$ cat src/rtl/pix_pair_streamer_pkg.sv
// Shared video definitions: timing defaults, streamer FSM encoding
// and RGB565 field layout used by the pairing and threshold blocks.
package pix_pair_streamer_pkg;

  localparam int H_ACT_DEF      = 640;
  localparam int V_ACT_DEF      = 480;
  localparam int FIFO_DEPTH_DEF = 16;
  localparam int PIX_W          = 16;

  localparam int R_HI = 15;
  localparam int R_LO = 11;
  localparam int G_HI = 10;
  localparam int G_LO = 5;
  localparam int B_HI = 4;
  localparam int B_LO = 0;

  typedef enum logic {
    WAIT_SOF = 1'b0,
    RUN      = 1'b1
  } state_e;

  typedef struct packed {
    logic [4:0] r;
    logic [5:0] g;
    logic [4:0] b;
  } rgb565_t;

  function automatic rgb565_t unpack565(input logic [PIX_W-1:0] p);
    rgb565_t c;
    c.r = p[R_HI:R_LO];
    c.g = p[G_HI:G_LO];
    c.b = p[B_HI:B_LO];
    return c;
  endfunction

endpackage

$ cat src/rtl/pix_pair_streamer_fifo.sv
// First-word-fall-through FIFO with synchronous flush; a push in the
// flush cycle survives as the sole entry.
module sync_fifo #(
  parameter int W     = 16,
  parameter int DEPTH = 16
) (
  input  logic         clk,
  input  logic         rst_n,
  input  logic         push,
  input  logic         pop,
  input  logic         flush,
  input  logic [W-1:0] din,
  output logic [W-1:0] dout,
  output logic         full,
  output logic         empty
);

  localparam int AW = (DEPTH > 1) ? $clog2(DEPTH) : 1;

  logic [W-1:0]  mem [DEPTH];
  logic [AW-1:0] wptr;
  logic [AW-1:0] rptr;
  logic [AW:0]   cnt;
  logic          do_push;
  logic          do_pop;
  logic          wr_en;
  logic [AW-1:0] wr_addr;

  assign empty   = (cnt == '0);
  assign full    = (cnt == (AW+1)'(DEPTH));
  assign do_pop  = pop && !empty;
  assign do_push = push && (!full || do_pop);
  assign dout    = mem[rptr];
  assign wr_en   = flush ? push : do_push;
  assign wr_addr = flush ? '0 : wptr;

  always_ff @(posedge clk) begin
    if (wr_en) begin
      mem[wr_addr] <= din;
    end
  end

  always_ff @(posedge clk or negedge rst_n) begin
    if (!rst_n) begin
      wptr <= '0;
      rptr <= '0;
      cnt  <= '0;
    end else if (flush) begin
      rptr <= '0;
      wptr <= push ? AW'(1) : '0;
      cnt  <= push ? (AW+1)'(1) : '0;
    end else begin
      if (do_push) begin
        wptr <= wptr + 1'b1;
      end
      if (do_pop) begin
        rptr <= rptr + 1'b1;
      end
      unique case ({do_push, do_pop})
        2'b10:   cnt <= cnt + 1'b1;
        2'b01:   cnt <= cnt - 1'b1;
        default: cnt <= cnt;
      endcase
    end
  end

endmodule

$ cat src/rtl/pix_pair_streamer.sv
// Aligns a DVI and a CCD pixel stream from their frame starts and
// emits them as coordinate-tagged RGB565 pairs.
module pix_pair_streamer
  import pix_pair_streamer_pkg::*;
#(
  parameter int H_ACT      = H_ACT_DEF,
  parameter int V_ACT      = V_ACT_DEF,
  parameter int FIFO_DEPTH = FIFO_DEPTH_DEF
) (
  input  logic             clk_25,
  input  logic             reset,
  input  logic             dvi_valid_i,
  input  logic             dvi_sof_i,
  input  logic [PIX_W-1:0] dvi_pix_i,
  input  logic             ccd_valid_i,
  input  logic             ccd_sof_i,
  input  logic [PIX_W-1:0] ccd_pix_i,
  output logic             valid_o,
  output logic [9:0]       syncX_o,
  output logic [9:0]       syncY_o,
  output logic [4:0]       DVI_R_o,
  output logic [5:0]       DVI_G_o,
  output logic [4:0]       DVI_B_o,
  output logic [4:0]       CCD_R_o,
  output logic [5:0]       CCD_G_o,
  output logic [4:0]       CCD_B_o,
  output logic             frame_done_o,
  output logic             overflow_o
);

  localparam logic [9:0] X_LAST = 10'(H_ACT - 1);
  localparam logic [9:0] Y_LAST = 10'(V_ACT - 1);

  state_e           state_q;
  state_e           state_d;
  logic             dvi_armed_q;
  logic             dvi_armed_n;
  logic             ccd_armed_q;
  logic             ccd_armed_n;
  logic [9:0]       x_q;
  logic [9:0]       x_n;
  logic [9:0]       y_q;
  logic [9:0]       y_n;

  logic             dvi_sof;
  logic             ccd_sof;
  logic             dvi_take;
  logic             ccd_take;
  logic             resync;
  logic             pop;
  logic             frame_end;
  logic             ovf_evt;
  logic             restart;
  logic             flush;
  logic             dvi_push;
  logic             ccd_push;
  logic             dvi_full;
  logic             ccd_full;
  logic             dvi_empty;
  logic             ccd_empty;
  logic [PIX_W-1:0] dvi_head;
  logic [PIX_W-1:0] ccd_head;
  rgb565_t          dvi_rgb;
  rgb565_t          ccd_rgb;

  always_comb begin
    dvi_sof   = dvi_valid_i && dvi_sof_i;
    ccd_sof   = ccd_valid_i && ccd_sof_i;
    dvi_take  = dvi_valid_i && (dvi_armed_q || dvi_sof_i);
    ccd_take  = ccd_valid_i && (ccd_armed_q || ccd_sof_i);
    resync    = (dvi_sof && dvi_armed_q) || (ccd_sof && ccd_armed_q);
    pop       = (state_q == RUN) && !dvi_empty && !ccd_empty;
    frame_end = pop && (x_q == X_LAST) && (y_q == Y_LAST);
    // a fresh sof lands in an empty FIFO, so only data pixels overflow
    ovf_evt   = !resync &&
                ((dvi_take && !dvi_sof && dvi_full && !pop) ||
                 (ccd_take && !ccd_sof && ccd_full && !pop));
    restart   = resync || frame_end;
    flush     = ovf_evt || restart;
    dvi_push  = !ovf_evt && (restart ? dvi_sof : dvi_take);
    ccd_push  = !ovf_evt && (restart ? ccd_sof : ccd_take);
  end

  always_comb begin
    dvi_armed_n = dvi_armed_q;
    ccd_armed_n = ccd_armed_q;
    if (ovf_evt) begin
      dvi_armed_n = 1'b0;
      ccd_armed_n = 1'b0;
    end else begin
      if (dvi_sof) begin
        dvi_armed_n = 1'b1;
      end else if (restart) begin
        dvi_armed_n = 1'b0;
      end
      if (ccd_sof) begin
        ccd_armed_n = 1'b1;
      end else if (restart) begin
        ccd_armed_n = 1'b0;
      end
    end
  end

  always_comb begin
    state_d = state_q;
    x_n     = x_q;
    y_n     = y_q;
    if (flush) begin
      state_d = WAIT_SOF;
      x_n     = '0;
      y_n     = '0;
    end else begin
      unique case (state_q)
        WAIT_SOF: begin
          if (dvi_armed_q && ccd_armed_q &&
              !dvi_empty && !ccd_empty) begin
            state_d = RUN;
          end
        end
        RUN: begin
          if (pop) begin
            if (x_q == X_LAST) begin
              x_n = '0;
              y_n = y_q + 10'd1;
            end else begin
              x_n = x_q + 10'd1;
            end
          end
        end
        default: state_d = WAIT_SOF;
      endcase
    end
  end

  always_ff @(posedge clk_25 or negedge reset) begin
    if (!reset) begin
      state_q     <= WAIT_SOF;
      dvi_armed_q <= 1'b0;
      ccd_armed_q <= 1'b0;
      x_q         <= '0;
      y_q         <= '0;
    end else begin
      state_q     <= state_d;
      dvi_armed_q <= dvi_armed_n;
      ccd_armed_q <= ccd_armed_n;
      x_q         <= x_n;
      y_q         <= y_n;
    end
  end

  sync_fifo #(
    .W     (PIX_W),
    .DEPTH (FIFO_DEPTH)
  ) u_dvi_fifo (
    .clk   (clk_25),
    .rst_n (reset),
    .push  (dvi_push),
    .pop   (pop),
    .flush (flush),
    .din   (dvi_pix_i),
    .dout  (dvi_head),
    .full  (dvi_full),
    .empty (dvi_empty)
  );

  sync_fifo #(
    .W     (PIX_W),
    .DEPTH (FIFO_DEPTH)
  ) u_ccd_fifo (
    .clk   (clk_25),
    .rst_n (reset),
    .push  (ccd_push),
    .pop   (pop),
    .flush (flush),
    .din   (ccd_pix_i),
    .dout  (ccd_head),
    .full  (ccd_full),
    .empty (ccd_empty)
  );

  assign dvi_rgb = unpack565(dvi_head);
  assign ccd_rgb = unpack565(ccd_head);

  always_ff @(posedge clk_25 or negedge reset) begin
    if (!reset) begin
      valid_o      <= 1'b0;
      frame_done_o <= 1'b0;
      overflow_o   <= 1'b0;
      syncX_o      <= '0;
      syncY_o      <= '0;
      DVI_R_o      <= '0;
      DVI_G_o      <= '0;
      DVI_B_o      <= '0;
      CCD_R_o      <= '0;
      CCD_G_o      <= '0;
      CCD_B_o      <= '0;
    end else begin
      valid_o      <= pop;
      frame_done_o <= frame_end;
      overflow_o   <= overflow_o || ovf_evt;
      if (pop) begin
        syncX_o <= x_q;
        syncY_o <= y_q;
        DVI_R_o <= dvi_rgb.r;
        DVI_G_o <= dvi_rgb.g;
        DVI_B_o <= dvi_rgb.b;
        CCD_R_o <= ccd_rgb.r;
        CCD_G_o <= ccd_rgb.g;
        CCD_B_o <= ccd_rgb.b;
      end
    end
  end

endmodule

$ cat config.mk
export PLATFORM = sky130hd
export DESIGN_NAME = pix_pair_streamer
export DESIGN_NICKNAME = d
export VERILOG_FILES = /design/src/rtl/pix_pair_streamer_pkg.sv /design/src/rtl/pix_pair_streamer_fifo.sv /design/src/rtl/pix_pair_streamer.sv
export SDC_FILE = /design/constraint.sdc
export NUM_CORES = 1
export LEC_CHECK = 0
export BUFFER_PORTS_ARGS = -buffer_cell sky130_fd_sc_hd__buf_2
export CAP_MARGIN = 20
export CELL_PAD_IN_SITES_DETAIL_PLACEMENT = 0
export CELL_PAD_IN_SITES_GLOBAL_PLACEMENT = 1
export CORE_ASPECT_RATIO = 1.4
export CORE_MARGIN = 8
export CORE_UTILIZATION = 48
export DETAILED_ROUTE_END_ITERATION = 8
export GPL_TIMING_DRIVEN = 0
export HOLD_SLACK_MARGIN = 0.08
export PLACE_DENSITY_LB_ADDON = 0.05
export SKIP_CTS_REPAIR_TIMING = 1
export SLEW_MARGIN = 15
export SYNTH_ARGS = -nofsm -noshare
export SYNTH_HDL_FRONTEND = slang
export SYNTH_SLANG_ARGS = --single-unit
$ cat constraint.sdc
create_clock -name clk_25 -period 3.4 [get_ports clk_25]
set_input_delay 0.68 -clock clk_25 [delete_from_list [all_inputs] [get_ports clk_25]]
set_output_delay 0.68 -clock clk_25 [all_outputs]
set_load 0.01 [all_outputs]
Word-level counts from Yosys, hierarchy flattened
Memory sizes are Yosys's and may differ from the RTL's. A register that Yosys moved wholly into a read port is not among the register bits.
Index checks and enable logic that the tools add are counted.
{"block": "word_totals", "reg_bits": 72, "latch_bits": 0, "ram_bits": 512, "mem_bits_ro": 0, "input_bits": 38, "out_inout_bits": 55, "wordCells": 139, "n_memories": 2}
{"block": "op_classes", "addsub": 10, "mul": 0, "div_mod_pow": 0, "n_lt_le_gt_ge": 0, "n_eq_ne": 8, "shift": 0, "n_mux": 42, "bitwise_logic": 0, "n_reduce_logical": 61}
{"name": "u_ccd_fifo.mem", "words": 16, "word_bits": 16, "read_ports": 1, "rd_ports_with_merged_regs": 1, "write_ports": 1, "line_no": "pix_pair_streamer_fifo.sv:20", "rtl": "logic [W-1:0] mem [DEPTH];"}
{"name": "u_dvi_fifo.mem", "words": 16, "word_bits": 16, "read_ports": 1, "rd_ports_with_merged_regs": 1, "write_ports": 1, "line_no": "pix_pair_streamer_fifo.sv:20"}
{"operator": "10-bit 2-to-1 mux", "count": 8}
{"operator": "4-bit 2-to-1 mux", "count": 10}
{"operator": "1-bit logical AND", "count": 26}
{"operator": "10-bit by 1-bit adder with 10-bit output, second input constant", "count": 2}
{"operator": "1-bit 2-to-1 mux", "count": 20}
{"operator": "5-bit case mux with 2 select lines", "count": 2}
{"operator": "4-bit by 1-bit adder with 4-bit output, second input constant", "count": 4}
{"operator": "2-bit nonzero test", "count": 7}
{"operator": "3-bit nonzero test", "count": 4}
{"operator": "1-bit zero test", "count": 11}
{"operator": "5-bit by 1-bit adder with 5-bit output, second input constant", "count": 2}
{"operator": "10-bit equality test, second input constant", "count": 1}
{"operator": "10-bit by 9-bit equality test with 1-bit output, second input constant", "count": 1}
{"operator": "5-bit equality test, second input constant", "count": 2}
{"operator": "5-bit zero test", "count": 2}
{"operator": "5-bit 2-to-1 mux", "count": 2}
{"operator": "5-bit by 1-bit subtractor with 5-bit output, second input constant", "count": 2}
{"operator": "1-bit logical OR", "count": 9}
{"operator": "2-bit by 1-bit equality test with 1-bit output, second input constant", "count": 2}
{"operator": "2-bit equality test, second input constant", "count": 2}
{"operator": "3-bit AND reduction", "count": 1}
{"operator": "2-bit AND reduction", "count": 1}

Logic depth before layout (Yosys ltp)
Gate-level depths: netlist of the first run.
{"block": "logic_depth", "word_depth": 14, "mapped_depth": 16, "mapped_depth_nobuf": 16}

By module
A second synthesis of the first run with hierarchy kept.
{"block": "unflattened", "cells_unflattened": 1388, "area_unflattened_um2": 24422.2}
{"module": "sync_fifo (u_ccd_fifo)", "instances": 1, "cells_each": 513, "area_per_inst_um2": 10575.1, "seq_area_each_um2": 8012.7}
{"module": "sync_fifo (u_dvi_fifo)", "instances": 1, "cells_each": 517, "area_per_inst_um2": 10552.6, "seq_area_each_um2": 8012.7}
{"module": "pix_pair_streamer", "instances": 1, "cells_each": 358, "area_per_inst_um2": 3294.4, "seq_area_each_um2": 1951.9}

Worst setup path before layout of the first run
Ideal clock, no wire load.
{"block": "synth_timing", "path_kind": "register -> register", "from": "register u_ccd_fifo.cnt[1]", "to": "memory u_ccd_fifo.mem[5][0] (enable)", "setup_time_ns": 0.409, "arrival_ns": 3.222, "required_time_ns": 2.991, "setup_slack_ns": -0.231, "path_stages_with_launch": 9, "path_buffers": 0, "synth_period_minus_slack_ns": 3.631, "cell_sequence": "dfrtp_1 > or4_4 > nor2_4 > nor2_2 > a41o_4 > or3b_4 > nor2_2 > nand3_1 > nor3_1"}
{"block": "synth_between", "elab_chain_len": 13, "elab_cells_between_ends": 25, "classes_between": "eq/ne: 1; mux: 5; reduce/logical: 19"}
{"element": "start, declared", "line_no": "pix_pair_streamer_fifo.sv:23", "rtl": "logic [AW:0] cnt;"}
{"element": "start signal, assigned", "line_no": "pix_pair_streamer_fifo.sv:51", "rtl": "cnt <= push ? (AW+1)'(1) : '0;"}
{"element": "start signal, assigned", "line_no": "pix_pair_streamer_fifo.sv:60", "rtl": "2'b10: cnt <= cnt + 1'b1;"}
{"element": "start signal, assigned", "line_no": "pix_pair_streamer_fifo.sv:61", "rtl": "2'b01: cnt <= cnt - 1'b1;"}
{"element": "5-bit zero test", "line_no": "pix_pair_streamer_fifo.sv:29", "rtl": "assign empty = (cnt == '0);"}
{"element": "1-bit zero test", "line_no": "pix_pair_streamer_fifo.sv:31, pix_pair_streamer.sv:72"}
{"element": "1-bit logical AND", "line_no": "pix_pair_streamer.sv:72", "rtl": "pop = (state_q == RUN) && !dvi_empty && !ccd_empty;"}
{"element": "1-bit zero test", "line_no": "pix_pair_streamer.sv:76, pix_pair_streamer.sv:77"}
{"element": "1-bit logical AND (on tied branches)", "line_no": "pix_pair_streamer.sv:76, pix_pair_streamer.sv:77"}
{"element": "1-bit logical OR", "line_no": "pix_pair_streamer.sv:76", "rtl": "((dvi_take && !dvi_sof && dvi_full && !pop) ||"}
{"element": "1-bit logical AND", "line_no": "pix_pair_streamer.sv:75", "rtl": "ovf_evt = !resync &&"}
{"element": "1-bit zero test", "line_no": "pix_pair_streamer.sv:81", "rtl": "ccd_push = !ovf_evt && (restart ? ccd_sof : ccd_take);"}
{"element": "1-bit logical AND", "line_no": "pix_pair_streamer.sv:81"}
{"element": "1-bit logical AND", "line_no": "pix_pair_streamer_fifo.sv:32", "rtl": "assign do_push = push && (!full || do_pop);"}
{"element": "1-bit 2-to-1 mux", "line_no": "pix_pair_streamer_fifo.sv:34", "rtl": "assign wr_en = flush ? push : do_push;"}
{"element": "1-bit 2-to-1 mux", "line_no": "pix_pair_streamer_fifo.sv:38", "rtl": "if (wr_en) begin"}
{"element": "1-bit 2-to-1 mux (not written as such)", "line_no": "pix_pair_streamer_fifo.sv:39", "rtl": "mem[wr_addr] <= din;"}
{"element": "end, declared", "line_no": "pix_pair_streamer_fifo.sv:20"}
Several ways; a longest one is shown, not always the timed one.

Worst setup path after layout of the first run
{"block": "layout_timing", "from": "register u_ccd_fifo.cnt[2]", "to": "register u_dvi_fifo.cnt[4]"}
{"block": "layout_between", "elab_chain_len": 13, "elab_cells_between_ends": 25, "classes_between": "eq/ne: 3; mux: 3; reduce/logical: 19"}
{"element": "5-bit zero test", "line_no": "pix_pair_streamer_fifo.sv:29"}
{"element": "1-bit zero test", "line_no": "pix_pair_streamer.sv:72"}
{"element": "1-bit logical AND", "line_no": "pix_pair_streamer.sv:72"}
{"element": "1-bit zero test", "line_no": "pix_pair_streamer.sv:76, pix_pair_streamer.sv:77"}
{"element": "1-bit logical AND (on tied branches)", "line_no": "pix_pair_streamer.sv:76, pix_pair_streamer.sv:77"}
{"element": "1-bit logical OR", "line_no": "pix_pair_streamer.sv:76"}
{"element": "1-bit logical AND", "line_no": "pix_pair_streamer.sv:75"}
{"element": "1-bit zero test", "line_no": "pix_pair_streamer.sv:80", "rtl": "dvi_push = !ovf_evt && (restart ? dvi_sof : dvi_take);"}
{"element": "1-bit logical AND", "line_no": "pix_pair_streamer.sv:80"}
{"element": "1-bit logical AND", "line_no": "pix_pair_streamer_fifo.sv:32"}
{"element": "2-bit by 1-bit equality test with 1-bit output / 2-bit equality test (equally long branches)", "line_no": "pix_pair_streamer_fifo.sv:59", "rtl": "unique case ({do_push, do_pop})"}
{"element": "5-bit case mux with 2 select lines", "line_no": "pix_pair_streamer_fifo.sv:59"}
{"element": "5-bit 2-to-1 mux", "line_no": "pix_pair_streamer_fifo.sv:48", "rtl": "end else if (flush) begin"}
{"element": "end signal, assigned", "line_no": "pix_pair_streamer_fifo.sv:51"}
{"element": "end signal, assigned", "line_no": "pix_pair_streamer_fifo.sv:60"}
{"element": "end signal, assigned", "line_no": "pix_pair_streamer_fifo.sv:61"}
{"element": "end, declared", "line_no": "pix_pair_streamer_fifo.sv:23"}
Several ways; a longest one is shown, not always the timed one.
A chain may end at the register's enable or synchronous reset.

==> results.sh, run 1 <==
export IMPL_status="complete, but fails checks"
export IMPL_violations="setup timing"
export IMPL_async_flop_share_pct=16.9
export IMPL_final_setup_tns_ns=-0.0467
export IMPL_viasPerCell=5.65
export IMPL_powerDensity_mw_per_mm2=736
export IMPL_ys_ff_latch=616
export IMPL_coreArea_sq_mm=0.0509
export IMPL_gp_congestion=0.769
export IMPL_ys_flop_type="edfxtp_1"
export IMPL_wl_microns=62500
export IMPL_hold_ws_ns=0.399
export IMPL_yosysTopAreaCell="edfxtp_1"
export IMPL_synth_edf_count=512
export IMPL_power_leakage_nw=10.1
export IMPL_cts_buffers=58
export IMPL_grt_setup_unrepaired="true"
export IMPL_arrival_ns=3.92
export IMPL_syn_instance_count=1541
export IMPL_num_io_pins=93
export IMPL_htreeDepth=2
export IMPL_clock_skew_ns=0.0210
export IMPL_port_buffers=92
export IMPL_dr_total_vias=13956
export IMPL_rows=98
export IMPL_min_period_over_period_pct=101
export IMPL_hold_class="in -> reg"
export IMPL_clock_sinks=616
export IMPL_cts_buffer_depth=3
export IMPL_dp_cells=2306
export IMPL_clk_insertion_delay_late_ns=0.63
export IMPL_yosysSeqAreaShare_pct=73.1
export IMPL_cts_tree="yes"
export IMPL_slew_headroom_pct=28.5
export IMPL_firstDrtPassIters=5
export IMPL_synthTopCellsByArea="edfxtp_1 62%, dfrtp_1 11%, mux4_2 5.9%"
export IMPL_drv_cap=0
export IMPL_setup_viol=1
export IMPL_mostFrequentLayoutCells="512 x edfxtp_1, 198 x nand2_1, 129 x mux2i_1, 105 x nor2_1, 103 x dfrtp_1"
export IMPL_routedWlPerCell_microns=25.3
export IMPL_synth_fp_nets=1593
export IMPL_worst_slew_pin_slew_ns=1.07
export IMPL_ctsRootBufferMaster="clkbuf_16"
export IMPL_yosys_warnings=0
export IMPL_cp_start_kind="flip-flop"
export IMPL_die_area_sq_mm=0.0589
export IMPL_dieWidth_microns=207
export IMPL_finish_utilization_pct=57.3
export IMPL_fin_nets=1820
export IMPL_netlist_area_sq_mm=0.0246
export IMPL_die_h_microns=284
export IMPL_period_minus_slack_ns=3.45
export IMPL_hpwl_microns=40900
export IMPL_crit_fanout=10
export IMPL_grt_max_degree=70
export IMPL_end_kind="flip-flop"
export IMPL_cp_required_ns=3.87
export IMPL_areaGrowthSynthToFinish_pct=18.5
export IMPL_ys_types=59
export IMPL_hold_viol_final=0
export IMPL_peakVddDrop_mv=0.561
export IMPL_cts_clk_slew_worst_paths_ns=0.07
export IMPL_grt_overflow_total=0
export IMPL_initial_core_util_pct=48.4
export IMPL_fmax_mhz=290
export IMPL_synth_area_per_cell_sq_um=16.0
export IMPL_synth_top_area_share_pct=62.5
export IMPL_drive_gt1_share_pct=21.5
export IMPL_final_common_cell="edfxtp_1"
export IMPL_stdcell_count=2469
export IMPL_grt_usage_pct=20.9
export IMPL_layout_setup_ws_ns=-0.0467
export IMPL_detail_route_antenna_nets=0
export IMPL_timing_final_max_slew_violations=0
export IMPL_remaining_drc_errors=0
export IMPL_antenna_found_initial=2
export IMPL_grt_first_pass_wirelength_microns=92000
export IMPL_crit_type="reg -> reg"
export IMPL_first_iter_violations=895
export IMPL_grt_pass1_vias=14566
sequential cells by signal (all words and copies together), names as in the netlist, 5 cells and up:
register        cells
DVI_B_o             5
CCD_R_o             5
x_q                10
y_q                10
syncX_o            10
syncY_o            10
DVI_R_o             5
u_dvi_fifo.cnt      5
u_dvi_fifo.mem    256
u_ccd_fifo.cnt      5
u_ccd_fifo.mem    256
DVI_G_o             6
CCD_G_o             6
CCD_B_o             5
cells in the mapped netlist (2+ instances only):
master and instances:
nand2_1 198, nor3_1 9, nor2_1 130, edfxtp_1 512
fa_1 2, xnor2_1 4, nand2b_1 7, buf_1 25
mux2i_1 129, a22oi_1 2, and3_1 4, nand4_1 9
a211oi_1 3, o31ai_1 6, o211ai_1 3, a21oi_1 17
nand3b_1 5, inv_1 8, buf_2 10, o21ai_2 3
clkbuf_1 42, ha_1 12, nor2_2 3, a21o_1 2
nand3_2 2, nor4_1 3, dfrtp_1 104, o21ai_1 5
buf_4 2, o21a_1 2, nand3_1 23, xor2_1 22
o21ai_0 69, nor2_4 2, a31oi_1 6, and4_1 3
or4_4 2, mux4_2 64, o221ai_1 64, or3_1 3
and2_1 2
path summary, 6_finish.rpt:
path | start | end | slack [ns] | cells after the start
max | u_ccd_fifo.cnt[2] | u_dvi_fifo.cnt[4] | -0.05 | 16
min | dvi_sof_i | dvi_armed_q | 0.40 | 2
max reg2reg | u_ccd_fifo.cnt[2] | u_dvi_fifo.cnt[4] | -0.05 | 16
min reg2reg | overflow_o | overflow_o | 0.46 | 1
max in group asynchronous | reset | DVI_G_o[5] | 2.08 | 3
min in group asynchronous | reset | syncY_o[7] | 0.56 | 2
per-layer routing:
layer  GRT usage, %  part of all wire [%]  up-vias
met5              0                 0.021        -
met4           7.50                   3.1        2
met3           2.71                   3.6      108
met2           39.4                    55      283
met1           23.9                    39     7177
li1               -                     -     6386
layout make-up:
class | instances | area [sq um]
Sequential cell | 616 | 18000
Tap cell | 650 | 813
Timing Repair Buffer | 167 | 1390
Clock buffer | 79 | 1570
Multi-Input combinational cell | 836 | 6590
Antenna cell | 1 | 2.50
Clock inverter | 31 | 437
Inverter | 9 | 33.8
Buffer | 80 | 338
Fill cell | 3980 | 21700
per-stage QoR:
stage                     cell area, sq um  setup slack [ns]  power [mW]
final                                29200           -0.0467        21.4
after global routing                 29200            -0.254        22.4
after CTS                            28400            -0.735        21.5
after detailed placement             26400            -0.701        14.6
after global placement               25900             -2.12        14.4
after floorplan                      24600            0.0301        12.5
worst max-delay path, cell delays in order (launching register included):
cell	delay, ns
dfrtp_1	0.42
or4_4	0.60
o221ai_4	0.25
buf_6	0.20
inv_2	0.06
clkbuf_4	0.23
buf_6	0.21
nand2_1	0.10
inv_1	0.08
ha_1	0.32
nor2b_1	0.14
o21a_1	0.17
nor3_1	0.13
nand2_1	0.07
o21ai_1	0.11
xnor2_1	0.14
nor2_1	0.05
cell families after synthesis:
| family | synth area share (%) |
|---|---|
| adders and majority gates | 0.773 |
| and+or+nand+nor | 7.30 |
| buffers and inverters | 1.44 |
| xor gates and xnor gates | 0.925 |
| AOI/OAI and AO/OA | 5.40 |
| DFF | 73.1 |
| muxes | 11.1 |
where the power goes:
group	total, mW	internal [mW]	switching (mW)
combinational	5.40	2.11	3.29
sequential	9.20	8.84	0.362
clock	6.84	4.01	2.83
No activity file was read; power rests on OpenSTA's default activity.
==> inputs of run 2 (changes only) <==
--- a/config.mk
+++ b/config.mk
@@ -15,9 +15,11 @@
 export DETAILED_ROUTE_END_ITERATION = 8
 export GPL_TIMING_DRIVEN = 0
 export HOLD_SLACK_MARGIN = 0.08
+export MAX_ROUTING_LAYER = met4
 export PLACE_DENSITY_LB_ADDON = 0.05
 export SKIP_CTS_REPAIR_TIMING = 1
 export SLEW_MARGIN = 15
 export SYNTH_ARGS = -nofsm -noshare
 export SYNTH_HDL_FRONTEND = slang
+export SYNTH_HIERARCHICAL = 1
 export SYNTH_SLANG_ARGS = --single-unit
==> results.sh, run 2 <==
export IMPL_fin_nets=1674
export IMPL_routedWlPerCell_microns=25.0
export IMPL_drive_gt1_share_pct=30.0
export IMPL_yosysTopAreaCell="edfxtp_1"
export IMPL_cts_buffers=58
export IMPL_layout_setup_ws_ns=-0.557
export IMPL_die_h_microns=283
export IMPL_hold_path_depth=1
export IMPL_synth_area_per_cell_sq_um=17.6
export IMPL_initial_core_util_pct=48.2
export IMPL_drv_cap=0
export IMPL_coreArea_sq_mm=0.0506
export IMPL_r2r_start="u_ccd_fifo/cnt[2]"
export IMPL_crit_type="reg -> reg"
export IMPL_hold_path_startpoint="dvi_pix_i[4]"
export IMPL_antenna_found_initial=3
export IMPL_crit_fanout=6
export IMPL_hold_class="in -> reg"
export IMPL_cts_tree="yes"
export IMPL_ys_ff_latch=616
export IMPL_cp_start_kind="flip-flop"
export IMPL_viasPerCell=5.63
export IMPL_timing_rr_end="u_ccd_fifo/cnt[4]"
export IMPL_firstDrtPassIters=5
export IMPL_slew_headroom_pct=32.1
export IMPL_async_flop_share_pct=16.9
export IMPL_grt_overflow_total=0
export IMPL_period_minus_slack_ns=3.96
export IMPL_gp_congestion=0.787
export IMPL_min_period_over_period_pct=116
export IMPL_final_common_cell="edfxtp_1"
export IMPL_detail_route_antenna_nets=0
export IMPL_dieWidth_microns=207
export IMPL_grt_max_degree=64
export IMPL_synth_edf_count=512
export IMPL_first_iter_violations=694
export IMPL_clock_skew_ns=0.0206
export IMPL_finish_utilization_pct=57.8
export IMPL_r2r_setup_slack_ns=-0.56
export IMPL_hpwl_microns=37000
export IMPL_synthTopCellsByCount="512 x edfxtp_1, 206 x nand2_1, 128 x mux4_2, 104 x dfrtp_1, 67 x nor2_1"
export IMPL_reg_top3="u_ccd_fifo/mem x256, u_dvi_fifo/mem x256"
export IMPL_fmax_mhz=253
export IMPL_areaGrowthSynthToFinish_pct=19.9
export IMPL_dr_total_vias=13090
export IMPL_final_setup_tns_ns=-26.25
export IMPL_violations="setup timing"
export IMPL_htreeDepth=2
export IMPL_setup_viol=264
export IMPL_powerDensity_mw_per_mm2=718
export IMPL_ctsRootBufferMaster="clkbuf_16"
export IMPL_cp_required_ns=3.93
export IMPL_ys_types=67
export IMPL_grt_pass1_vias=13494
export IMPL_whs_endpoint="u_dvi_fifo/mem[5][4]"
export IMPL_arrival_ns=4.49
export IMPL_grt_usage_pct=20.6
export IMPL_synthTopCellsByArea="edfxtp_1 63%, mux4_2 12%, dfrtp_1 11%"
export IMPL_timing_final_max_slew_violations=0
export IMPL_status="complete, but fails checks"
export IMPL_end_kind="flip-flop"
export IMPL_peakVddDrop_mv=0.457
export IMPL_ys_flop_type="edfxtp_1"
export IMPL_r2r_cells=15
export IMPL_netlist_area_sq_mm=0.0244
export IMPL_total_power_mw=21.0
export IMPL_cts_clk_slew_worst_paths_ns=0.07
export IMPL_rows=98
export IMPL_synth_fp_nets=1440
export IMPL_clock_sinks=616
export IMPL_yosysMostFrequentCell="edfxtp_1"
export IMPL_yosysSeqAreaShare_pct=73.6
export IMPL_yosys_warnings=6
export IMPL_grt_setup_unrepaired="true"
export IMPL_power_leakage_nw=10.4
export IMPL_clk_insertion_delay_late_ns=0.62
export IMPL_grt_first_pass_wirelength_microns=85400
export IMPL_syn_instance_count=1388
export IMPL_cts_buffer_depth=3
export IMPL_port_buffers=92
export IMPL_num_io_pins=93
export IMPL_hold_viol_final=0
export IMPL_wl_microns=58100
export IMPL_synth_top_area_share_pct=63.0
export IMPL_remaining_drc_errors=0
export IMPL_die_area_sq_mm=0.0585
export IMPL_mostFrequentLayoutCells="512 x edfxtp_1, 201 x nand2_1, 128 x mux4_2, 102 x buf_2, 97 x dfrtp_1"
export IMPL_worst_slew_pin_slew_ns=1.01
==> run 2: changes by cell type after synthesis, sizes merged, moves of 7 or more <==
cell	change
nand3	-13
nand2	+9
nor2	-68
buf	-14
mux2i	-122
a22oi	+63
o21ai	-57
o221ai	-65
mux4	+64
xor2	-7
==> run 2: worst max path at each step <==
| stage | slack, ns | startpoint | cells after the start | end |
|---|---|---|---|---|
| 2_1_floorplan | -0.36 | u_ccd_fifo/cnt[0] | 15 | u_ccd_fifo/cnt[4] |
| 3_3_place_gp | -1.16 | u_ccd_fifo/cnt[0] | 12 | u_dvi_fifo/mem[0][5] |
| 3_5_place_dp | -1.13 | u_ccd_fifo/cnt[0] | 12 | u_ccd_fifo/mem[0][10] |
| 4_1_cts | -1.13 | u_ccd_fifo/cnt[0] | 12 | u_ccd_fifo/mem[0][15] |
| 5_1_grt | -0.67 | u_ccd_fifo/cnt[2] | 15 | u_ccd_fifo/cnt[4] |
| 6_report | -0.56 | u_ccd_fifo/cnt[2] | 15 | u_ccd_fifo/cnt[4] |
==> run 2: stage by stage <==
step                cell area, sq um  instances  hold WS [ns]  worst slack [ns]
floorplan                      24800       1388         0.384            -0.364
global placement               26100       2130         0.451             -1.16
detailed placement             26200       2133         0.451             -1.13
CTS                            28000       2242      0.000990             -1.13
global route                   29300       2323         0.424            -0.667
finish                         29300       2323         0.439            -0.557
==> run 2: report_power, final <==
group / switching, mW / total (mW) / internal, mW
clock network: 2.75 / 6.22 / 3.47
logic: 3.17 / 5.68 / 2.50
registers: 0.336 / 9.13 / 8.79
total: 6.26 / 21.0 / 14.8
==> run 2: worst max-delay path, cell delays in order, from the launching register on <==
cell and delay [ns]:
dfrtp_2 0.43, or4_4 0.17, nor2_4 0.05, or3b_1 0.38, buf_6 0.13, or4_4 0.44
buf_6 0.15, o211a_1 0.23, o211a_1 0.26, nand2b_4 0.16, or2_4 0.26, fa_2 0.36
nand2b_4 0.15, a2111o_1 0.37, o22a_1 0.20, a31oi_1 0.12
==> run 2: layout make-up <==
class / instances / area, sq um
fill: 3915 / 21400
sequential: 616 / 18000
multi-input combinational: 691 / 6550
timing repair buffer: 174 / 1630
clock buffer: 79 / 1570
tap: 650 / 813
buffer: 66 / 398
clock inverter: 30 / 248
inverter: 15 / 65.1
antenna: 2 / 5.00
==> run 2: logic make-up after synthesis <==
| group | Yosys count | synth area share [%] |
|---|---|---|
| AOI/OAI and AO/OA | 143 | 4.20 |
| xor gates and xnor gates | 20 | 0.717 |
| adders and majority gates | 14 | 0.779 |
| buffers and inverters | 81 | 1.36 |
| DFF | 616 | 73.6 |
| muxes | 139 | 12.3 |
| and+or+nand+nor | 375 | 7.03 |
==> run 2: metal layers <==
layer  global-route usage (%)  vias to the layer above  part of all wire (%)
met5                        -                        -                     0
met1                     23.4                     6857                    38
met2                     38.0                      230                    56
met4                     4.75                        0                   1.8
met3                     3.14                       77                   4.3
li1                         -                     5926                     -
==> inputs of run 3 (changes only) <==
--- a/config.mk
+++ b/config.mk
@@ -5,13 +5,14 @@
 export SDC_FILE = /design/constraint.sdc
 export NUM_CORES = 1
 export LEC_CHECK = 0
+export ABC_AREA = 1
 export BUFFER_PORTS_ARGS = -buffer_cell sky130_fd_sc_hd__buf_2
 export CAP_MARGIN = 20
 export CELL_PAD_IN_SITES_DETAIL_PLACEMENT = 0
 export CELL_PAD_IN_SITES_GLOBAL_PLACEMENT = 1
 export CORE_ASPECT_RATIO = 1.4
 export CORE_MARGIN = 8
-export CORE_UTILIZATION = 48
+export CORE_UTILIZATION = 45
 export DETAILED_ROUTE_END_ITERATION = 8
 export GPL_TIMING_DRIVEN = 0
 export HOLD_SLACK_MARGIN = 0.08
==> results.sh, run 3 <==
export IMPL_hold_viol_final=0
export IMPL_fin_nets=2448
export IMPL_yosysMostFrequentCell="edfxtp_1"
export IMPL_finish_utilization_pct=53.2
export IMPL_yosys_warnings=6
export IMPL_status="completed"
export IMPL_synth_top_area_share_pct=60.5
export IMPL_r2r_setup_slack_ns=0.19
export IMPL_synth_area_per_cell_sq_um=11.7
export IMPL_cts_tree="yes"
export IMPL_min_period_over_period_pct=94.5
export IMPL_grt_max_degree=67
export IMPL_path_cells="nor2_2 -> nand3_2 -> inv_2 -> inv_1 -> nand2_1 -> nor2_4 -> nand3_4 -> nor2_4 -> nor2_4 -> nand2_4 -> buf_12 -> o21ai_4 -> o21ai_2 -> nand2_2 -> nand3_2 -> nor2_4 -> buf_6"
export IMPL_peakVddDrop_mv=0.550
export IMPL_ys_ff_latch=616
export IMPL_crit_buf_inv=4
export IMPL_areaGrowthSynthToFinish_pct=17.5
export IMPL_grt_usage_pct=24.3
export IMPL_whs_endpoint="u_ccd_fifo/mem[3][15]"
export IMPL_final_common_cell="edfxtp_1"
export IMPL_crit_fanout=17
export IMPL_timing_rr_end="u_dvi_fifo/mem[2][11]"
export IMPL_total_power_mw=23.6
export IMPL_worst_slew_pin_slew_ns=1.05
export IMPL_num_io_pins=93
export IMPL_clk_insertion_delay_late_ns=0.62
export IMPL_grt_pass1_vias=17280
export IMPL_netlist_area_sq_mm=0.0254
export IMPL_dr_total_vias=17435
export IMPL_timing_final_max_slew_violations=0
export IMPL_mostFrequentLayoutCells="512 x edfxtp_1, 422 x nor2_1, 291 x nand2_1, 217 x o21ai_0, 129 x o211ai_1"
export IMPL_power_leakage_nw=10.9
export IMPL_stdcell_count=3181
export IMPL_r2r_cells=17
export IMPL_design_area_sq_mm=0.0298
export IMPL_synth_fp_nets=2222
export IMPL_hpwl_microns=53600
export IMPL_coreArea_sq_mm=0.0561
export IMPL_dieWidth_microns=217
export IMPL_gp_congestion=0.897
export IMPL_initial_core_util_pct=45.3
export IMPL_reg_top3="u_ccd_fifo/mem x256, u_dvi_fifo/mem x256"
export IMPL_yosysSeqAreaShare_pct=70.8
export IMPL_slew_headroom_pct=29.8
export IMPL_crit_type="reg -> reg"
export IMPL_viasPerCell=5.48
export IMPL_ctsRootBufferMaster="clkbuf_16"
export IMPL_first_iter_violations=1313
export IMPL_async_flop_share_pct=16.9
export IMPL_arrival_ns=3.53
export IMPL_end_kind="flip-flop"
export IMPL_clock_skew_ns=0.0140
export IMPL_firstDrtPassIters=5
export IMPL_diodes=0
export IMPL_die_h_microns=297
export IMPL_worst_path_max_delay_cell="dfrtp_2"
export IMPL_antenna_found_initial=0
export IMPL_synthTopCellsByCount="512 x edfxtp_1, 456 x nor2_1, 292 x nand2_1, 218 x o21ai_0, 129 x o211ai_1"
export IMPL_cp_required_ns=3.72
export IMPL_cts_buffers=59
export IMPL_postPlaceCellArea_sq_mm=0.0273
export IMPL_wl_microns=77100
export IMPL_powerDensity_mw_per_mm2=790
export IMPL_fmax_mhz=311
export IMPL_drv_cap=0
export IMPL_ys_types=42
export IMPL_critPathTopFamily="simple AND/OR/NAND/NOR gates"
export IMPL_cp_slowest_stage_delay_ns=0.44
export IMPL_yosysTopAreaCell="edfxtp_1"
export IMPL_period_minus_slack_ns=3.21
export IMPL_dp_cells=3028
export IMPL_hold_path_startpoint="ccd_pix_i[15]"
export IMPL_rows=103
export IMPL_r2r_start="u_dvi_fifo/cnt[2]"
export IMPL_dp_slack_ns=-0.743
export IMPL_port_buffers=92
export IMPL_cts_buffer_depth=3
export IMPL_die_area_sq_mm=0.0644
export IMPL_grt_first_pass_wirelength_microns=113000
export IMPL_htreeDepth=2
export IMPL_syn_instance_count=2170
export IMPL_critical_path_most_common_cell="nor2_4"
export IMPL_setup_viol=0
export IMPL_synth_edf_count=512
export IMPL_synthTopCellsByArea="edfxtp_1 61%, dfrtp_1 10%, nor2_1 6.7%"
export IMPL_drive_gt1_share_pct=15.7
export IMPL_grt_setup_unrepaired="false"
export IMPL_hold_path_depth=1
export IMPL_cp_start_kind="flip-flop"
export IMPL_routedWlPerCell_microns=24.2
export IMPL_cts_clk_slew_worst_paths_ns=0.07
export IMPL_ys_flop_type="edfxtp_1"
export IMPL_grt_overflow_total=0
export IMPL_layout_setup_ws_ns=0.187
export IMPL_detail_route_antenna_nets=0
export IMPL_clock_sinks=616
export IMPL_hold_class="in -> reg"
export IMPL_remaining_drc_errors=0
run 3: per-layer routing:
layer | up-vias | part of all wire (%) | GRT usage [%]
li1 | 8128 | - | -
met1 | 8617 | 37 | 26.7
met3 | 162 | 4.6 | 3.02
met4 | 0 | 5.2 | 11.5
met2 | 528 | 53 | 43.3
met5 | - | 0 | -
run 3: logic make-up (layout without fill, tap and decap cells):
logic type / Yosys count / in the layout / share of synthesized area, %
compound gates: 439 / 439 / 10.1
xor+xnor: 12 / 12 / 0.414
fa+ha+maj: 14 / 14 / 0.749
buf+inv: 191 / 467 / 3.52
flops: 616 / 616 / 70.8
simple gates: 898 / 898 / 14.4
run 3: final cells by class:
type                    count  area, sq um
fillers                  4879        26200
repair buffers            165         1240
clock buffers              80         1620
multi-input cells        1363         6900
flip-flops and latches    616        18000
clock inverters            31          283
plain buffers             122          637
inverters                  69          267
well taps                 735          920
run 3: where the power goes:
part	internal [mW]	switching, mW	total (mW)
clock network	3.70	2.82	6.52
registers	8.99	0.349	9.34
logic	2.24	5.47	7.71
total	14.9	8.64	23.6
run 3: worst reg2reg max path: cells and delay by family (launching register included):
kind / cells / cell delay, ns
AO/OA/AOI/OAI: 2 / 0.41
AND/OR/NAND/NOR: 11 / 1.53
buffers and inverters: 4 / 0.55
flip-flops: 1 / 0.44
run 3: worst max path at each step:
stage / end / slack (ns) / startpoint / depth (start not counted)
global route: u_ccd_fifo/mem[9][0] / 0.004 / u_dvi_fifo/cnt[2] / 17
detailed placement: u_dvi_fifo/mem[3][9] / -0.74 / u_dvi_fifo/cnt[0] / 17
finish: u_dvi_fifo/mem[2][11] / 0.19 / u_dvi_fifo/cnt[2] / 17
floorplan: u_dvi_fifo/mem[11][0] / 0.12 / u_dvi_fifo/cnt[0] / 16
CTS: u_dvi_fifo/mem[3][11] / -0.75 / u_dvi_fifo/cnt[0] / 17
global placement: u_dvi_fifo/mem[2][8] / -1.32 / u_dvi_fifo/cnt[0] / 16
run 3: per-stage QoR:
| step | hold slack (ns) | TNS [ns] |
|---|---|---|
| after floorplan | 0.384 | 0 |
| after global placement | 0.450 | -552.39 |
| after detailed placement | 0.454 | -137.38 |
| after CTS | -0.0428 | -144.40 |
| after global routing | 0.448 | 0 |
| final | 0.454 | 0 |
